**src/rtl/uart_buffered_tx_if.sv**
```systemverilog
// Write-port handshake between a word producer and the buffered UART transmitter.
interface uart_buffered_tx_if #(
    parameter int unsigned BITS_PER_WORD = 8
);
    logic [BITS_PER_WORD-1:0] wr_data;
    logic                     wr_valid;
    logic                     wr_ready;

    modport master (output wr_data, output wr_valid, input wr_ready);
    modport slave  (input wr_data, input wr_valid, output wr_ready);
endinterface

```
**src/rtl/uart_buffered_tx.sv**
```systemverilog
// Buffered 8N1-style UART transmitter: valid/ready write port into a circular FIFO,
// drained back-to-back onto the serial line at CLK_RATE/BAUD_RATE cycles per bit.
module uart_buffered_tx #(
    parameter int unsigned CLK_RATE      = 50000000,
    parameter int unsigned BAUD_RATE     = 115200,
    parameter int unsigned BITS_PER_WORD = 8,
    parameter int unsigned FIFO_DEPTH    = 16
) (
    input  logic                          clk,
    input  logic                          rst_n,
    uart_buffered_tx_if.slave             wr,
    output logic                          tx,
    output logic                          busy,
    output logic [$clog2(FIFO_DEPTH):0]   fifo_count,
    output logic                          overflow
);
    localparam int unsigned CLKS_PER_BIT = CLK_RATE / BAUD_RATE;
    localparam int unsigned CNT_W        = (CLKS_PER_BIT > 1) ? $clog2(CLKS_PER_BIT) : 1;
    localparam int unsigned PTR_W        = $clog2(FIFO_DEPTH);
    localparam int unsigned COUNT_W      = PTR_W + 1;
    localparam int unsigned IDX_W        = $clog2(BITS_PER_WORD);

    typedef enum logic [1:0] {S_IDLE, S_START, S_DATA, S_STOP} state_t;

    logic [BITS_PER_WORD-1:0] r_mem [FIFO_DEPTH];
    logic [PTR_W-1:0]         r_wr_ptr;
    logic [PTR_W-1:0]         r_rd_ptr;
    logic [COUNT_W-1:0]       r_count;
    logic                     r_overflow;

    state_t                   r_state;
    state_t                   w_state_next;
    logic [CNT_W-1:0]         r_clk_cnt;
    logic [CNT_W-1:0]         w_clk_cnt_next;
    logic [IDX_W-1:0]         r_bit_idx;
    logic [IDX_W-1:0]         w_bit_idx_next;
    logic [BITS_PER_WORD-1:0] r_shift;
    logic [BITS_PER_WORD-1:0] w_shift_next;
    logic                     r_tx;
    logic                     w_tx_next;

    logic                     w_full;
    logic                     w_empty;
    logic                     w_push;
    logic                     w_pop;
    logic                     w_bit_end;

    assign w_full    = (r_count == COUNT_W'(FIFO_DEPTH));
    assign w_empty   = (r_count == '0);
    assign w_push    = wr.wr_valid && !w_full;
    assign w_bit_end = (r_clk_cnt == CNT_W'(CLKS_PER_BIT - 1));

    assign wr.wr_ready = !w_full;
    assign tx          = r_tx;
    assign busy        = (r_state != S_IDLE) || !w_empty;
    assign fifo_count  = r_count;
    assign overflow    = r_overflow;

    // Storage carries no reset; pointers and count define what is valid.
    always_ff @(posedge clk) begin
        if (w_push) begin
            r_mem[r_wr_ptr] <= wr.wr_data;
        end
    end

    // Pointers wrap naturally at the power-of-two depth.
    always_ff @(posedge clk or negedge rst_n) begin
        if (!rst_n) begin
            r_wr_ptr   <= '0;
            r_rd_ptr   <= '0;
            r_count    <= '0;
            r_overflow <= 1'b0;
        end else begin
            r_overflow <= wr.wr_valid && w_full;
            if (w_push) begin
                r_wr_ptr <= r_wr_ptr + PTR_W'(1);
            end
            if (w_pop) begin
                r_rd_ptr <= r_rd_ptr + PTR_W'(1);
            end
            if (w_push && !w_pop) begin
                r_count <= r_count + COUNT_W'(1);
            end else if (w_pop && !w_push) begin
                r_count <= r_count - COUNT_W'(1);
            end
        end
    end

    always_ff @(posedge clk or negedge rst_n) begin
        if (!rst_n) begin
            r_state   <= S_IDLE;
            r_clk_cnt <= '0;
            r_bit_idx <= '0;
            r_shift   <= '0;
            r_tx      <= 1'b1;
        end else begin
            r_state   <= w_state_next;
            r_clk_cnt <= w_clk_cnt_next;
            r_bit_idx <= w_bit_idx_next;
            r_shift   <= w_shift_next;
            r_tx      <= w_tx_next;
        end
    end

    // Next-state and line value; tx is computed one cycle ahead so the pin is a flop.
    always_comb begin
        w_state_next   = r_state;
        w_clk_cnt_next = w_bit_end ? '0 : r_clk_cnt + CNT_W'(1);
        w_bit_idx_next = r_bit_idx;
        w_shift_next   = r_shift;
        w_tx_next      = r_tx;
        w_pop          = 1'b0;

        case (r_state)
            S_IDLE: begin
                w_clk_cnt_next = '0;
                w_tx_next      = 1'b1;
                if (!w_empty) begin
                    w_pop        = 1'b1;
                    w_shift_next = r_mem[r_rd_ptr];
                    w_tx_next    = 1'b0;
                    w_state_next = S_START;
                end
            end
            S_START: begin
                if (w_bit_end) begin
                    w_tx_next      = r_shift[0];
                    w_shift_next   = r_shift >> 1;
                    w_bit_idx_next = '0;
                    w_state_next   = S_DATA;
                end
            end
            S_DATA: begin
                if (w_bit_end) begin
                    if (r_bit_idx == IDX_W'(BITS_PER_WORD - 1)) begin
                        w_tx_next    = 1'b1;
                        w_state_next = S_STOP;
                    end else begin
                        w_tx_next      = r_shift[0];
                        w_shift_next   = r_shift >> 1;
                        w_bit_idx_next = r_bit_idx + IDX_W'(1);
                    end
                end
            end
            S_STOP: begin
                if (w_bit_end) begin
                    if (!w_empty) begin
                        w_pop        = 1'b1;
                        w_shift_next = r_mem[r_rd_ptr];
                        w_tx_next    = 1'b0;
                        w_state_next = S_START;
                    end else begin
                        w_state_next = S_IDLE;
                    end
                end
            end
            default: begin
                w_state_next = S_IDLE;
                w_tx_next    = 1'b1;
            end
        endcase
    end
endmodule

```
**src/flat_wrapper.sv**
```systemverilog
// flat-port wrapper written by rule: the top's interface ports become plain ports
module uart_buffered_tx_flat 
#(
    parameter int unsigned CLK_RATE      = 50000000,
    parameter int unsigned BAUD_RATE     = 115200,
    parameter int unsigned BITS_PER_WORD = 8,
    parameter int unsigned FIFO_DEPTH    = 16
)
  (clk, rst_n, tx, busy, fifo_count, overflow, wr_wr_data, wr_wr_valid, wr_wr_ready);
  uart_buffered_tx_if #(.BITS_PER_WORD(BITS_PER_WORD)) wr_i ();
  input  logic clk;
  input  logic rst_n;
  output logic tx;
  output logic busy;
  output logic [$clog2(FIFO_DEPTH):0] fifo_count;
  output logic overflow;
  input wire logic [$bits(wr_i.wr_data)-1:0] wr_wr_data;
  input wire logic [$bits(wr_i.wr_valid)-1:0] wr_wr_valid;
  output wire logic [$bits(wr_i.wr_ready)-1:0] wr_wr_ready;
  assign wr_i.wr_data = wr_wr_data;
  assign wr_i.wr_valid = wr_wr_valid;
  assign wr_wr_ready = wr_i.wr_ready;
  uart_buffered_tx #(.CLK_RATE(CLK_RATE), .BAUD_RATE(BAUD_RATE), .BITS_PER_WORD(BITS_PER_WORD), .FIFO_DEPTH(FIFO_DEPTH)) u_core (.clk(clk), .rst_n(rst_n), .wr(wr_i), .tx(tx), .busy(busy), .fifo_count(fifo_count), .overflow(overflow));
endmodule
```
**config.mk**
```make
export PLATFORM = sky130hd
export DESIGN_NAME = uart_buffered_tx_flat
export DESIGN_NICKNAME = d
export VERILOG_FILES = /design/src/rtl/uart_buffered_tx_if.sv /design/src/rtl/uart_buffered_tx.sv /design/src/flat_wrapper.sv
export SDC_FILE = /design/constraint.sdc
export NUM_CORES = 1
export LEC_CHECK = 0
export ABC_AREA = 1
export CAP_MARGIN = 25
export CORE_MARGIN = 4
export CORE_UTILIZATION = 28
export DETAILED_ROUTE_END_ITERATION = 8
export SLEW_MARGIN = 20
export SYNTH_ARGS = -nofsm -noshare
export SYNTH_HDL_FRONTEND = slang
export SYNTH_SLANG_ARGS = --single-unit
```
**constraint.sdc**
```tcl
create_clock -name clk -period 6.6 [get_ports clk]
set_input_delay 1.32 -clock clk [delete_from_list [all_inputs] [get_ports clk]]
set_output_delay 1.32 -clock clk [all_outputs]
set_load 0.02 [all_outputs]
```
==> results.ini <==
[worst_hold_path]
hold_path.class=reg2reg

[logic_synthesis]
async_flop_share_pct=22.4
ys_seq_area_share_pct=64.1
synth_seq_cells=165
yosysTopAreaCellShare_pct=51.6
ys_warn_count=0
syn_area_mm2=0.00744
synth_top_flop_cell=edfxtp_1
synth_edf_count=128
synth_common_cells=238 x nand2_1, 128 x edfxtp_1, 91 x nand3_1
syn-num-nets=772
yosysMostFrequentCell=nand2_1
yosysTopAreaCell=edfxtp_1
syn_area_per_cell_um2=10.0
synth_cell_types=34
synth.area.top_cells=edfxtp_1 52%, dfrtp_1 12%, nand2_1 12%
synthCells=742

[timing]
rsz0062_at_grt=no
clock_skew_ns=0.0146
setup_viol_count_final=0
fin_crit_ns=3.37
max_freq_mhz=297
tns_ns=0
period_share_pct=51.1
fin_ws_ns=3.23
drv_slew=0
finalHoldViolations=0
slew_headroom_pct=40.3
tightestPinTransition_ns=0.896

[worst_setup_path]
cp.required_ns=5.28
start_kind=register
cp_max_fo=6
endpoint_kind=output pin
crit_type=reg2out
reg2reg_slack_ns=3.34
critPathArrivalTime_ns=2.05

[routing]
vias=5021
firstDrtPassIters=5
drt.antenna.violating_nets=0
drcViolationCount=0
wl_per_cell_um=15.0
vias_per_cell=4.54
totalWireLength_um=16500
drt_iter0_drc=307

[power_and_ir_drop]
swShare_pct=27.0
power_frac_seq_pct=48.9
finalPower_mw=2.62
power.leakage_nw=3.52
p_int_mw=1.91
vdd_drop_max_mv=0.226
combPwrFrac_pct=12.5
power.density_mw_per_mm2=306
p_clk_share_pct=38.7
p_switching_mw=0.709

[clock_tree]
cts-root-buf=clkbuf_16
cts_made_buffers=17
cts_tree=done
clockBufferDepth=2
clk_pin_slew_ns=0.07
clk_latency_ns=0.43
cts.sinks=165
cts_setup_buffers=0
cts_resized=0
ctsHtreeMaxLevel=4
postCtsHoldBufs=0

[floorplan]
ios=20
rows=59
start_util_pct=28.5
die_x_um=171
core-area_mm2=0.0261
dieHeight_um=171
fp.dieArea_mm2=0.0293

[run_status]
outcome=complete, no violations

[global_route]
antenna_found_initial=0
grt_overflow=0
grt_pass1_wl_um=26700
grt_usage_pct=11.8
grt_max_degree=67
grt_pass1_vias=5039

[layout]
diodes=0
final_nets=787
final_util_pct=32.7
syn2layout_area_growth_pct=14.9
stdcell_area_mm2=0.00856
fillers=2651
drive_gt1_share_pct=6.49

[placement]
dp.final_hpwl_um=10400
io_buffer_count=19
dpl_worst_slack_ns=3.10
gp_congestion=0.793
placed_area_mm2=0.00795

[job]
maxCapViolCount=0

-- final cells by class --
cell class	instances	area [um2]	share of cell area, %
timing repair buffer	22	220	2.57
sequential	165	4770	55.8
clock inverter	15	183	2.13
inverter	86	323	3.77
clock buffer	17	425	4.97
tap	335	419	4.90
multi-input combinational	465	2210	25.9
-- worst paths after layout --
check	start	end	depth (start not counted)
worst max-delay path	u_core.r_state[0]	busy	4
worst min-delay path	u_core.r_shift[4]	u_core.r_shift[4]	2
worst max register to register	u_core.r_state[0]	u_core.fifo_count[4]	15
worst min register to register	u_core.r_shift[4]	u_core.r_shift[4]	2
max in group asynchronous	rst_n	u_core.r_rd_ptr[0]	1
min in group asynchronous	rst_n	u_core.r_clk_cnt[7]	1
-- flip-flops by register name, summed over array words and instances, names as in the netlist --
signal,flops
u_core.fifo_count,5
u_core.overflow,1
u_core.r_bit_idx,3
u_core.r_clk_cnt,9
u_core.r_mem,128
u_core.r_rd_ptr,4
u_core.r_shift,8
u_core.r_state,2
u_core.r_wr_ptr,4
u_core.tx,1
-- power groups by stage --
stage	logic, mW	registers [mW]	clock network (mW)
2_1_floorplan	0.189	1.31	0
3_3_place_gp	0.322	1.30	0
3_5_place_dp	0.327	1.30	0
4_1_cts	0.330	1.28	1.03
5_1_grt	0.377	1.29	1.08
6_report	0.326	1.28	1.01
-- metal layers --
metal  track usage, %  vias to the layer above  share of wire [%]
met1             14.7                     2410                 44
met4             5.06                        0                2.7
li1                 -                     2457                  -
met2             19.2                      126                 47
met5                0                        -                  0
met3             3.37                       28                5.7
-- cells by family after synthesis --
logic type / share of synthesized area, %
adder cells (fa/ha/maj): 3.29
AO/OA/AOI/OAI: 2.61
flip-flops: 64.1
buffers and inverters: 6.17
XOR/XNOR: 1.06
AND/OR/NAND/NOR: 22.8
-- cells in the final DEF (no fill, tap or decap), types with 4 or more instances in the layout --
cell	count
a21oi_1	13
clkbuf_16	17
clkdlybuf4s50_1	18
clkinv_1	4
dfrtp_1	35
edfxtp_1	128
ha_1	18
inv_1	81
inv_6	4
inv_8	5
nand2_1	238
nand2_2	5
nand3_1	91
nor2_1	52
nor3_1	4
o211ai_1	4
o21ai_0	14
xor2_1	7
-- critical path: stages (launching register included) --
cell and delay [ns]:
dfrtp_1 0.43, inv_1 0.14, ha_1 0.30, nand4_1 0.18, clkdlybuf4s50_1 0.57
-- metrics by stage --
stage	instances	hold slack (ns)
after floorplan	742	0.446
after global placement	1072	0.467
after detailed placement	1073	0.469
after CTS	1105	0.488
after global routing	1105	0.501
final	1105	0.481
No activity file was read; power rests on OpenSTA's default activity.
